===== src/rtl/stream_cipher_core_p.sv =====
// Parametrised LFSR stream cipher: XORs each accepted word with DATA_W keystream bits
// from a Fibonacci LFSR, with valid/ready handshakes on both sides and a word counter.
module stream_cipher_core_p #(
  parameter int LFSR_W = 8,
  parameter int DATA_W = 8,
  parameter logic [LFSR_W-1:0] TAPS = 8'hB8,
  parameter int CNT_W = 16
) (
  input  logic              clk_i,
  input  logic              rst_i,
  input  logic [LFSR_W-1:0] seed_i,
  input  logic              load_i,
  input  logic [DATA_W-1:0] in_data_i,
  input  logic              in_valid_i,
  output logic              in_ready_o,
  output logic [DATA_W-1:0] out_data_o,
  output logic              out_valid_o,
  input  logic              out_ready_i,
  output logic [CNT_W-1:0]  word_count_o,
  output logic [LFSR_W-1:0] lfsr_state_o
);

  logic [LFSR_W-1:0] lfsr_q, lfsr_d;
  logic [DATA_W-1:0] data_q, data_d;
  logic              valid_q, valid_d;
  logic [CNT_W-1:0]  cnt_q, cnt_d;

  logic [DATA_W-1:0] keystream;
  logic [LFSR_W-1:0] lfsrAdvanced;
  logic [LFSR_W-1:0] seedSafe;
  logic              inXfer;
  logic              outXfer;

  // Unroll DATA_W LFSR steps in one cycle; bit i of the keystream is state[0] after i steps.
  always_comb begin
    logic [LFSR_W-1:0] st;
    st        = lfsr_q;
    keystream = '0;
    for (int i = 0; i < DATA_W; i++) begin
      keystream[i] = st[0];
      st = {st[LFSR_W-2:0], ^(st & TAPS)};
    end
    lfsrAdvanced = st;
  end

  // An all-zero seed would lock the LFSR at zero forever, so it is replaced by 1.
  assign seedSafe   = (seed_i == '0) ? LFSR_W'(1) : seed_i;

  assign in_ready_o = !load_i && (!valid_q || out_ready_i);
  assign inXfer     = in_valid_i && in_ready_o;
  assign outXfer    = valid_q && out_ready_i;

  always_comb begin
    lfsr_d  = lfsr_q;
    data_d  = data_q;
    valid_d = valid_q;
    cnt_d   = cnt_q;
    if (load_i) begin
      lfsr_d = seedSafe;
      cnt_d  = '0;
    end
    if (inXfer) begin
      data_d  = in_data_i ^ keystream;
      valid_d = 1'b1;
      lfsr_d  = lfsrAdvanced;
      cnt_d   = cnt_q + CNT_W'(1);
    end else if (outXfer) begin
      valid_d = 1'b0;
    end
  end

  always_ff @(posedge clk_i or posedge rst_i) begin
    if (rst_i) begin
      lfsr_q  <= LFSR_W'(1);
      data_q  <= '0;
      valid_q <= 1'b0;
      cnt_q   <= '0;
    end else begin
      lfsr_q  <= lfsr_d;
      data_q  <= data_d;
      valid_q <= valid_d;
      cnt_q   <= cnt_d;
    end
  end

  assign out_data_o   = data_q;
  assign out_valid_o  = valid_q;
  assign word_count_o = cnt_q;
  assign lfsr_state_o = lfsr_q;

endmodule


===== config.mk =====
export PLATFORM = sky130hd
export DESIGN_NAME = stream_cipher_core_p
export DESIGN_NICKNAME = d
export VERILOG_FILES = /design/src/rtl/stream_cipher_core_p.sv
export SDC_FILE = /design/constraint.sdc
export NUM_CORES = 1
export LEC_CHECK = 0
export BUFFER_PORTS_ARGS = -buffer_cell sky130_fd_sc_hd__buf_2
export CORE_UTILIZATION = 25
export CTS_CLUSTER_SIZE = 30
export DETAILED_ROUTE_END_ITERATION = 8
export GPL_TIMING_DRIVEN = 0
export HOLD_SLACK_MARGIN = 0.1
export PLACE_DENSITY = 0.44
export SLEW_MARGIN = 20
export SYNTH_ARGS = -nofsm -noshare
export SYNTH_HDL_FRONTEND = slang
export SYNTH_SLANG_ARGS = --single-unit

===== constraint.sdc =====
create_clock -name clk_i -period 2.2 [get_ports clk_i]
set_input_delay 0.11 -clock clk_i [delete_from_list [all_inputs] [get_ports clk_i]]
set_output_delay 0.11 -clock clk_i [all_outputs]
set_load 0.005 [all_outputs]

==> impl_metrics.ini, run 1 <==
[logic_synthesis]
synth_edf_count = 0
syn_nets = 196
syn_area_per_cell_sq_um = 10.1
async_reset_ff_share_pct = 100
ys_ff_latch = 33
yosys_warnings = 0
syn_area_sq_mm = 0.00175
synthCells = 174
synthDistinctLibCells = 32
yosysSeqAreaShare_pct = 47.2
ys.flop_type = dfrtp_1

[clocking]
cts_tree = yes
root_buffer = clkbuf_8
clk_pin_slew_ps = 80
cts_setup_buffers = 0
clock_path_buffers = 2
cts_buffers = 5
htree_num_levels = 2
clk_latency_ps = 290
cts.sink_count = 33

[layout]
final_cell_mix = 55 x buf_2, 32 x dfrtp_1, 21 x nand2_1, 20 x o21ai_0, 18 x xnor2_1
fillers = 724
register_area_sq_um = 827
finalNetCount = 265
multiInputGateArea_sq_um = 892
utilization_pct = 34.3
finalNonFillerCells = 340
final_cell_area_sq_mm = 0.00233
layout_commonest_cell = buf_2
area_growth_syn_to_layout_pct = 32.9
diodes = 0
drive_gt1_share_pct = 29.1

[floorplanning]
die_x_um = 85.7
ios = 55
fp.coreArea_sq_mm = 0.00679
start_util_pct = 25.8
die_height_um = 85.7
rows = 30
dieArea_sq_mm = 0.00735

[setup_path]
cp_num_buf_inv = 0
critPathArrivalTime_ps = 2030
critPathLaunchType = flop
slowest_delay_ps = 560
critPathKind = flop to flop
cpLargestDelayFamily = simple AND/OR/NAND/NOR gates
crit_slowest_cell = or4_1
crit_path_end_kind = flop
path_cells = ha_1 -> and2_1 -> nand3_1 -> or4_1 -> a21oi_1
critPathRequiredTime_ps = 2410
cp_max_fo = 8

[job]
cap_viol_max_count = 0

[timing]
relSlewSlack_pct = 51.4
hold_viol_final = 0
fin_crit_sh_pct = 83.1
fin_hold_ws_ps = 115
finClkSkew_ps = 8.47
rsz0062_at_grt = no
period_needed_ps = 1830
finalSetupViolations = 0
slew_violations = 0
fmaxAchievable_mhz = 547
fin_ws_ps = 373
max_slew.worst_pin.slew_ps = 728
fin_tns_setup_ps = 0

[grt]
grt_pass1_vias = 1496
grt_max_degree = 34
grt_pass1_wl_um = 7540
grt_overflow = 0
track_usage_pct = 13.4
antenna_found_initial = 0

[placement]
port_buffers = 53
gp_congestion = 0.735
post-dp-hpwl_um = 3360
dp_cells = 323
place_ws_ps = 381
dpl_cell_area_sq_mm = 0.00214

[pwr]
power.density_mw_per_mm2 = 1060
intPower_mw = 1.57
p_switching_uw = 883
p_seq_share_pct = 35.8
combPwrFrac_pct = 43.2
power.total_mw = 2.46
vdd_drop_max_uv = 329
p_leak_nw = 1.10
switching_share_pct = 35.9
clockPowerShare_pct = 21.1

[route]
drt_iter0_markers = 49
num_vias = 1480
drt-pass1-iter-count = 4
wl_per_cell_um = 13.5
drt_wl_total_um = 4580
vias_per_cell = 4.35
postRouteAntennaNets = 0
drc = 0

[hold_path]
holdCritPathClass = primary input to flop

[status]
status = complete, no violations
-- final cells by class --
| class | instances | share of cell area [%] |
|---|---|---|
| clock inverters | 1 | 0.215 |
| well taps | 96 | 5.16 |
| multi-input cells | 133 | 38.3 |
| repair buffers | 62 | 15.3 |
| clock buffers | 7 | 4.14 |
| flip-flops and latches | 33 | 35.5 |
| inverters | 1 | 0.161 |
| plain buffers | 7 | 1.24 |
-- power groups by stage --
stage / Combinational, mW / Clock [mW] / Sequential [mW]
2_1_floorplan: 0.745 / 0 / 0.882
3_3_place_gp: 1.05 / 0 / 0.897
3_5_place_dp: 1.07 / 0 / 0.896
4_1_cts: 1.08 / 0.536 / 0.885
5_1_grt: 1.19 / 0.561 / 0.906
6_report: 1.06 / 0.518 / 0.879
-- timing repair --
action	in CTS	in global routing
hold buffers	9	0
hold endpoints to repair	40	0
gates resized for setup	0	0
-- metal layers --
| metal | vias up | share of wire [%] | global-route usage (%) | wire length [um] |
|---|---|---|---|---|
| li1 | 739 | - | - | - |
| met1 | 702 | 50 | 19.2 | 2290 |
| met4 | 0 | 1.7 | 5.45 | 78 |
| met2 | 31 | 45 | 20.1 | 2060 |
| met3 | 8 | 3.3 | 2.02 | 151 |
| met5 | - | 0 | 0 | 0 |
-- registers in the layout, summed over array words and instances, names as in the netlist --
signal and flops:
lfsr_state_o 8, out_data_o 8, word_count_o 16, out_valid_o 1
-- tightest hold or removal path, delay by kind of cell --
kind	cells	cell delay [ps]
compound gates	1	60
xor+xnor	1	100
buf+inv	1	80
-- final timing paths --
path                            cells past startpoint  slack (ps)               end       startpoint
min in group asynchronous                           3         500       out_valid_o            rst_i
worst max register to register                      5         370  word_count_o[14]  word_count_o[0]
worst min register to register                      2         480     out_data_o[7]    out_data_o[7]
worst min-delay path                                3         120     out_data_o[5]     in_data_i[5]
worst max-delay path                                5         370  word_count_o[14]  word_count_o[0]
max in group asynchronous                           3        1240     out_data_o[5]            rst_i
-- logic make-up (layout without fill, tap and decap cells) --
family / Yosys count / count (layout) / synth area share (%)
muxes: 11 / 11 / 6.29
adders and majority gates: 1 / 1 / 0.714
and+or+nand+nor: 62 / 62 / 19.4
AOI/OAI and AO/OA: 28 / 28 / 8.29
xor gates and xnor gates: 31 / 31 / 16.3
buffers and inverters: 8 / 78 / 1.86
DFF: 33 / 33 / 47.2
-- cell usage after synthesis, types with 2 or more instances --
master	n	area share, %
a21oi_1	6	1.7
nand2b_1	4	1.4
nor4_1	3	1.1
xor2_1	12	6.0
mux2i_1	11	6.3
nand4_1	6	2.1
o31ai_1	2	0.86
nor2_1	7	1.5
clkbuf_1	5	1.1
buf_2	2	0.57
nand2_1	21	4.5
nand3_1	5	1.4
o21ai_0	20	5.7
xnor2_1	18	9.0
or3_1	2	0.71
dfrtp_1	32	46
or4_1	3	1.3
Power figures use the tool's default switching activity.
==> run 2, diff against run 1 <==
==> constraint.sdc (replaced) <==
create_clock -name clk_i -period 1.74 [get_ports clk_i]
set_input_delay 0.087 -clock clk_i [delete_from_list [all_inputs] [get_ports clk_i]]
set_output_delay 0.087 -clock clk_i [all_outputs]
set_load 0.005 [all_outputs]
==> run 2 against run 1 <==
Clock-buffer cell count is the same. Power grew 27%. Via count grew 1.8%. Largest cell class unchanged. Critical path type unchanged. Utilization grew 0.99 points. Highest routed layer unchanged. Setup slack lost 310 ps. First-iteration DRC count grew 6.1%. Register-to-register slack lost 310 ps. Combinational power grew 28%.
==> impl_metrics.ini, run 2 (synthesis results as in run 1) <==
[status]
status = complete, no violations

[route]
drt_wl_total_um = 4660
num_vias = 1507
vias_per_cell = 4.36
drt-pass1-iter-count = 4
drt_iter0_markers = 52
postRouteAntennaNets = 0
drc = 0
wl_per_cell_um = 13.5

[setup_path]
critPathRequiredTime_ps = 1950
crit_path_end_kind = flop
regToRegStartpoint = word_count_o[1]
crit_start = word_count_o[1]
critPathLaunchType = flop
cp_max_fo = 8
critPathKind = flop to flop
critPathArrivalTime_ps = 1880

[grt]
grt_pass1_vias = 1535
track_usage_pct = 13.5
grt_pass1_wl_um = 7620
grt.busiest_layer = met2
antenna_found_initial = 0
grt_overflow = 0
grt_use_met1_pct = 19.1
grt_use_met3_pct = 2.02
grt_max_degree = 34
use_met2_pct = 20.7

[clocking]
clk_latency_ps = 290
cts_buffers = 5
cts_tree = yes
clk_pin_slew_ps = 80
clock_path_buffers = 2
htree_num_levels = 2
cts.sink_count = 33
root_buffer = clkbuf_8

[layout]
drive_gt1_share_pct = 30.4
layout_commonest_cell = buf_2
largest_register_ffs = 16
final_cell_mix = 55 x buf_2, 32 x dfrtp_1, 21 x nand2_1, 20 x o21ai_0, 18 x xnor2_1
area_growth_syn_to_layout_pct = 36.8
diodes = 0
fillers = 725
finalNetCount = 271

[timing]
fin_hold_ws_ps = 113
fin_crit_sh_pct = 96.2
finClkSkew_ps = 8.54
max_slew.worst_pin.slew_ps = 734
slew_violations = 0
hold_viol_final = 0
relSlewSlack_pct = 51.0
period_needed_ps = 1670
fmaxAchievable_mhz = 597
rsz0062_at_grt = yes
finalSetupViolations = 0

[floorplanning]
rows = 30
die_height_um = 85.7
start_util_pct = 25.8
dieArea_sq_mm = 0.00735
fp.coreArea_sq_mm = 0.00679
ios = 55
die_x_um = 85.7

[placement]
post-dp-hpwl_um = 3360
port_buffers = 53
gp_congestion = 0.735

[pwr]
vdd_drop_max_uv = 415
power.density_mw_per_mm2 = 1300
power.total_mw = 3.12
p_leak_nw = 1.13

[hold_path]
hold_start = in_data_i[1]
holdCritPathClass = primary input to flop

[job]
cap_viol_max_count = 0
-- run 2: cell type report --
cell class | instances | area [sq um] | area share [%]
multi-input combinational | 133 | 903 | 37.7
sequential | 33 | 827 | 34.5
timing repair buffer | 68 | 410 | 17.1
tap | 96 | 120 | 5.01
clock buffer | 7 | 96.3 | 4.02
buffer | 7 | 30.0 | 1.25
clock inverter | 1 | 5.00 | 0.209
inverter | 1 | 3.75 | 0.157
-- run 2: metal layers --
| metal | vias to the layer above | part of all wire [%] |
|---|---|---|
| met5 | - | 0 |
| met4 | 0 | 1.8 |
| met3 | 7 | 3.2 |
| met2 | 31 | 45 |
| met1 | 719 | 50 |
| li1 | 750 | - |
-- run 2: report_power, final --
group / switching [mW] / total [mW] / internal, mW / leakage, nW
combinational: 0.653 / 1.36 / 0.706 / 0.643
sequential: 0.170 / 1.11 / 0.938 / 0.429
clock: 0.299 / 0.657 / 0.358 / 0.0542
-- run 2: timing repair --
| item | in CTS | in global routing |
|---|---|---|
| gates resized for setup | 1 | 3 |
| endpoints found under the hold margin | 44 | 0 |
| pin swaps | 0 | 0 |
| setup endpoints to repair | 3 | 13 |
| setup buffers | 1 | 1 |
| hold buffers | 13 | 0 |
-- run 2: worst paths after layout --
path,end,slack (ps),depth (start not counted)
hold / removal,out_data_o[1],110,3
hold reg to reg,out_data_o[7],480,2
setup reg to reg,word_count_o[14],70,5
min in group asynchronous,out_valid_o,480,3
max in group asynchronous,out_data_o[5],790,3
setup / recovery,word_count_o[14],70,5
-- run 2: worst max-delay path, stage by stage, from the launching register on --
cell	delay (ps)
dfrtp_1	370
ha_1	170
and2_1	190
nand3_2	160
or4_1	530
a21oi_1	170
-- run 2: metrics by stage --
step | cells | setup slack, ps | cell area, sq um | utilization, % | setup TNS (ps)
after CTS | 345 | 10.4 | 2380 | 35.0 | 0
after detailed placement | 323 | -79.5 | 2140 | 31.5 | -172
final | 346 | 65.8 | 2400 | 35.3 | 0
after global routing | 346 | -54.0 | 2400 | 35.3 | -98.3
after floorplan | 174 | 148 | 1750 | - | 0
after global placement | 323 | -54.9 | 2140 | 31.5 | -92.5
==> run 3, diff against run 2 <==
--- a/config.mk
+++ b/config.mk
@@ -5,13 +5,13 @@
 export SDC_FILE = /design/constraint.sdc
 export NUM_CORES = 1
 export LEC_CHECK = 0
+export ABC_AREA = 1
 export BUFFER_PORTS_ARGS = -buffer_cell sky130_fd_sc_hd__buf_2
 export CORE_UTILIZATION = 25
-export CTS_CLUSTER_SIZE = 30
 export DETAILED_ROUTE_END_ITERATION = 8
 export GPL_TIMING_DRIVEN = 0
 export HOLD_SLACK_MARGIN = 0.1
-export PLACE_DENSITY = 0.44
+export PLACE_DENSITY = 0.43
 export SLEW_MARGIN = 20
 export SYNTH_ARGS = -nofsm -noshare
 export SYNTH_HDL_FRONTEND = slang
==> run 3 against run 2 <==
Via count increased by 31%. Non-clock buffer count increased by 3. Clock skew decreased by 3.9 ps. Setup slack improved by 120 ps. Global-route usage increased by 0.41 points. Critical endpoint is now word_count_o[12]. Synthesized area increased by 15%. Maximum frequency increased by 8.0%. Critical path type unchanged. Critical path depth increased by 3.
==> impl_metrics.ini, run 3 <==
[status]
status = complete, no violations

[hold_path]
whs_endpoint = lfsr_state_o[2]
holdCritPathClass = primary input to flop
hold_start = seed_i[2]
worst_hold_path.num_cells = 3

[setup_path]
crit_slowest_cell = dfrtp_1
ff2ff_path_depth = 8
critPathLaunchType = flop
cp_max_fo = 5
r2r_end = word_count_o[12]
critPathArrivalTime_ps = 1720
regToRegStartpoint = word_count_o[0]
regToRegSetupSlack_ps = 190
critPathRequiredTime_ps = 1910
crit_path_end_kind = flop
path_cells = ha_1 -> nand3_2 -> nor2_4 -> nand2_2 -> nor2_4 -> nand3_1 -> nand3_1 -> o21ai_0
cpLargestDelayFamily = simple AND/OR/NAND/NOR gates
cp_num_buf_inv = 0
slowest_delay_ps = 440
critPathKind = flop to flop

[clocking]
cts_tree = yes
clock_path_buffers = 2
clk_latency_ps = 280
cts.sink_count = 33
htree_num_levels = 2
cts_setup_buffers = 0
clk_pin_slew_ps = 70
root_buffer = clkbuf_8
cts_buffers = 5

[pwr]
p_seq_share_pct = 41.6
p_leak_nw = 1.39
power.total_mw = 2.43
power.density_mw_per_mm2 = 909
intPower_mw = 1.53
combPwrFrac_pct = 34.7
p_switching_uw = 892
clockPowerShare_pct = 23.7
switching_share_pct = 36.8
vdd_drop_max_uv = 309

[timing]
fin_crit_sh_pct = 89.1
max_slew.worst_pin.slew_ps = 322
relSlewSlack_pct = 78.5
period_needed_ps = 1550
fmaxAchievable_mhz = 645
fin_tns_setup_ps = 0
rsz0062_at_grt = no
finClkSkew_ps = 4.67
slew_violations = 0
finalSetupViolations = 0
fin_hold_ws_ps = 104
fin_ws_ps = 190
hold_viol_final = 0

[job]
cap_viol_max_count = 0

[route]
drt_iter0_markers = 76
top_layer_used = met4
num_vias = 1969
drt_wl_total_um = 5570
drt-pass1-iter-count = 4
wl_met3_um = 234
met1_length_um = 2780
wl_per_cell_um = 12.4
vias_per_cell = 4.38
postRouteAntennaNets = 0
drc = 0
dr_wl_met2_um = 2520

[floorplanning]
fp.coreArea_sq_mm = 0.00777
dieArea_sq_mm = 0.00841
start_util_pct = 25.9
die_height_um = 91.7
die_x_um = 91.7
ios = 55
rows = 32

[placement]
dpl_cell_area_sq_mm = 0.00242
place_ws_ps = 201
dp_cells = 426
port_buffers = 53
post-dp-hpwl_um = 4190
gp_congestion = 0.798

[logic_synthesis]
synth_area_leaders = dfrtp_1 40%, nand2_1 18%, inv_1 5.8%
ys_ff_latch = 33
syn_area_sq_mm = 0.00201
synth_top_area_cell = dfrtp_1
synth_top_family_by_area = simple AND/OR/NAND/NOR gates
synth_xor_area_share_pct = 5.22
ys.flop_type = dfrtp_1
yosys.area_share.simple_pct = 31.7
synth-compound-area-share_pct = 11.4
synthMuxAreaShare_pct = 0
yosysSeqAreaShare_pct = 41.1
synth_edf_count = 0
synthDistinctLibCells = 36
synthCells = 270
synth_common_cells = 94 x nand2_1, 32 x dfrtp_1, 31 x inv_1
synth.top_cell.area_share_pct = 39.8
syn_nets = 292
async_reset_ff_share_pct = 100
yosys_warnings = 0
yosys.area_share.adder_pct = 0.622
yosysMostFrequentCell = nand2_1
syn_area_per_cell_sq_um = 7.45

[layout]
diodes = 0
layout_commonest_cell = nand2_1
utilization_pct = 34.4
drive_gt1_share_pct = 25.9
finalNonFillerCells = 450
fillers = 874
final_cell_area_sq_mm = 0.00267
area_growth_syn_to_layout_pct = 32.6
largest_register_ffs = 16
final_cell_mix = 94 x nand2_1, 54 x buf_2, 32 x dfrtp_1, 30 x inv_1, 21 x nand3_1
finalNetCount = 369

[grt]
track_usage_pct = 13.9
grt_overflow = 0
grt_pass1_vias = 1921
grt_max_degree = 23
grt_pass1_wl_um = 9110
antenna_found_initial = 0
==> run 3: how the worst max path moves through the flow <==
stage                          startpoint          endpoint  slack [ps]  depth (start not counted)
after floorplan           word_count_o[0]  word_count_o[12]         360                          8
after global placement    word_count_o[0]  word_count_o[12]         210                          8
after detailed placement  word_count_o[0]  word_count_o[12]         200                          8
after CTS                     out_ready_i   word_count_o[7]         140                          7
after global routing      word_count_o[0]  word_count_o[12]          50                          8
final                     word_count_o[0]  word_count_o[12]         190                          8
==> run 3: power groups by stage <==
stage | clock [mW] | sequential [mW] | combinational [mW]
after global placement | 0 | 1.02 | 0.814
after floorplan | 0 | 1.01 | 0.547
after global routing | 0.629 | 1.03 | 0.973
after detailed placement | 0 | 1.02 | 0.830
after CTS | 0.596 | 1.01 | 0.859
final | 0.574 | 1.01 | 0.841
==> run 3: layer usage <==
| layer | GRT usage, % | vias up |
|---|---|---|
| met5 | 0 | - |
| met4 | 3.39 | 0 |
| met3 | 2.99 | 4 |
| met2 | 23.1 | 51 |
| met1 | 18.4 | 899 |
| li1 | - | 1015 |
==> run 3: timing repair <==
| item | CTS | global route |
|---|---|---|
| hold buffers | 16 | 0 |
| gates resized for setup | 0 | 2 |
| hold endpoints to repair | 45 | 0 |
| endpoints found under the setup margin | 0 | 1 |
==> run 3: cells by family (layout without fill, tap and decap cells) <==
kind of cell,count (synthesis),in the layout
flip-flops,33,33
AO/OA/AOI/OAI,38,38
buffers and inverters,43,121
adder cells (fa/ha/maj),1,1
AND/OR/NAND/NOR,143,143
XOR/XNOR,12,12
==> run 3: final cells by class <==
cell class | count | area, sq um | area share, %
multi-input cells | 194 | 985 | 36.9
flip-flops and latches | 33 | 827 | 31.0
repair buffers | 70 | 445 | 16.7
inverters | 35 | 131 | 4.92
well taps | 102 | 128 | 4.78
clock buffers | 6 | 72.6 | 2.72
plain buffers | 8 | 70.1 | 2.63
clock inverters | 2 | 10.0 | 0.375
==> run 3: worst reg2reg max path: cells and delay by family, from the launching register on <==
family,cells,cell delay (ps)
AND/OR/NAND/NOR,6,680
flip-flops,1,440
adder cells (fa/ha/maj),1,230
AO/OA/AOI/OAI,1,80
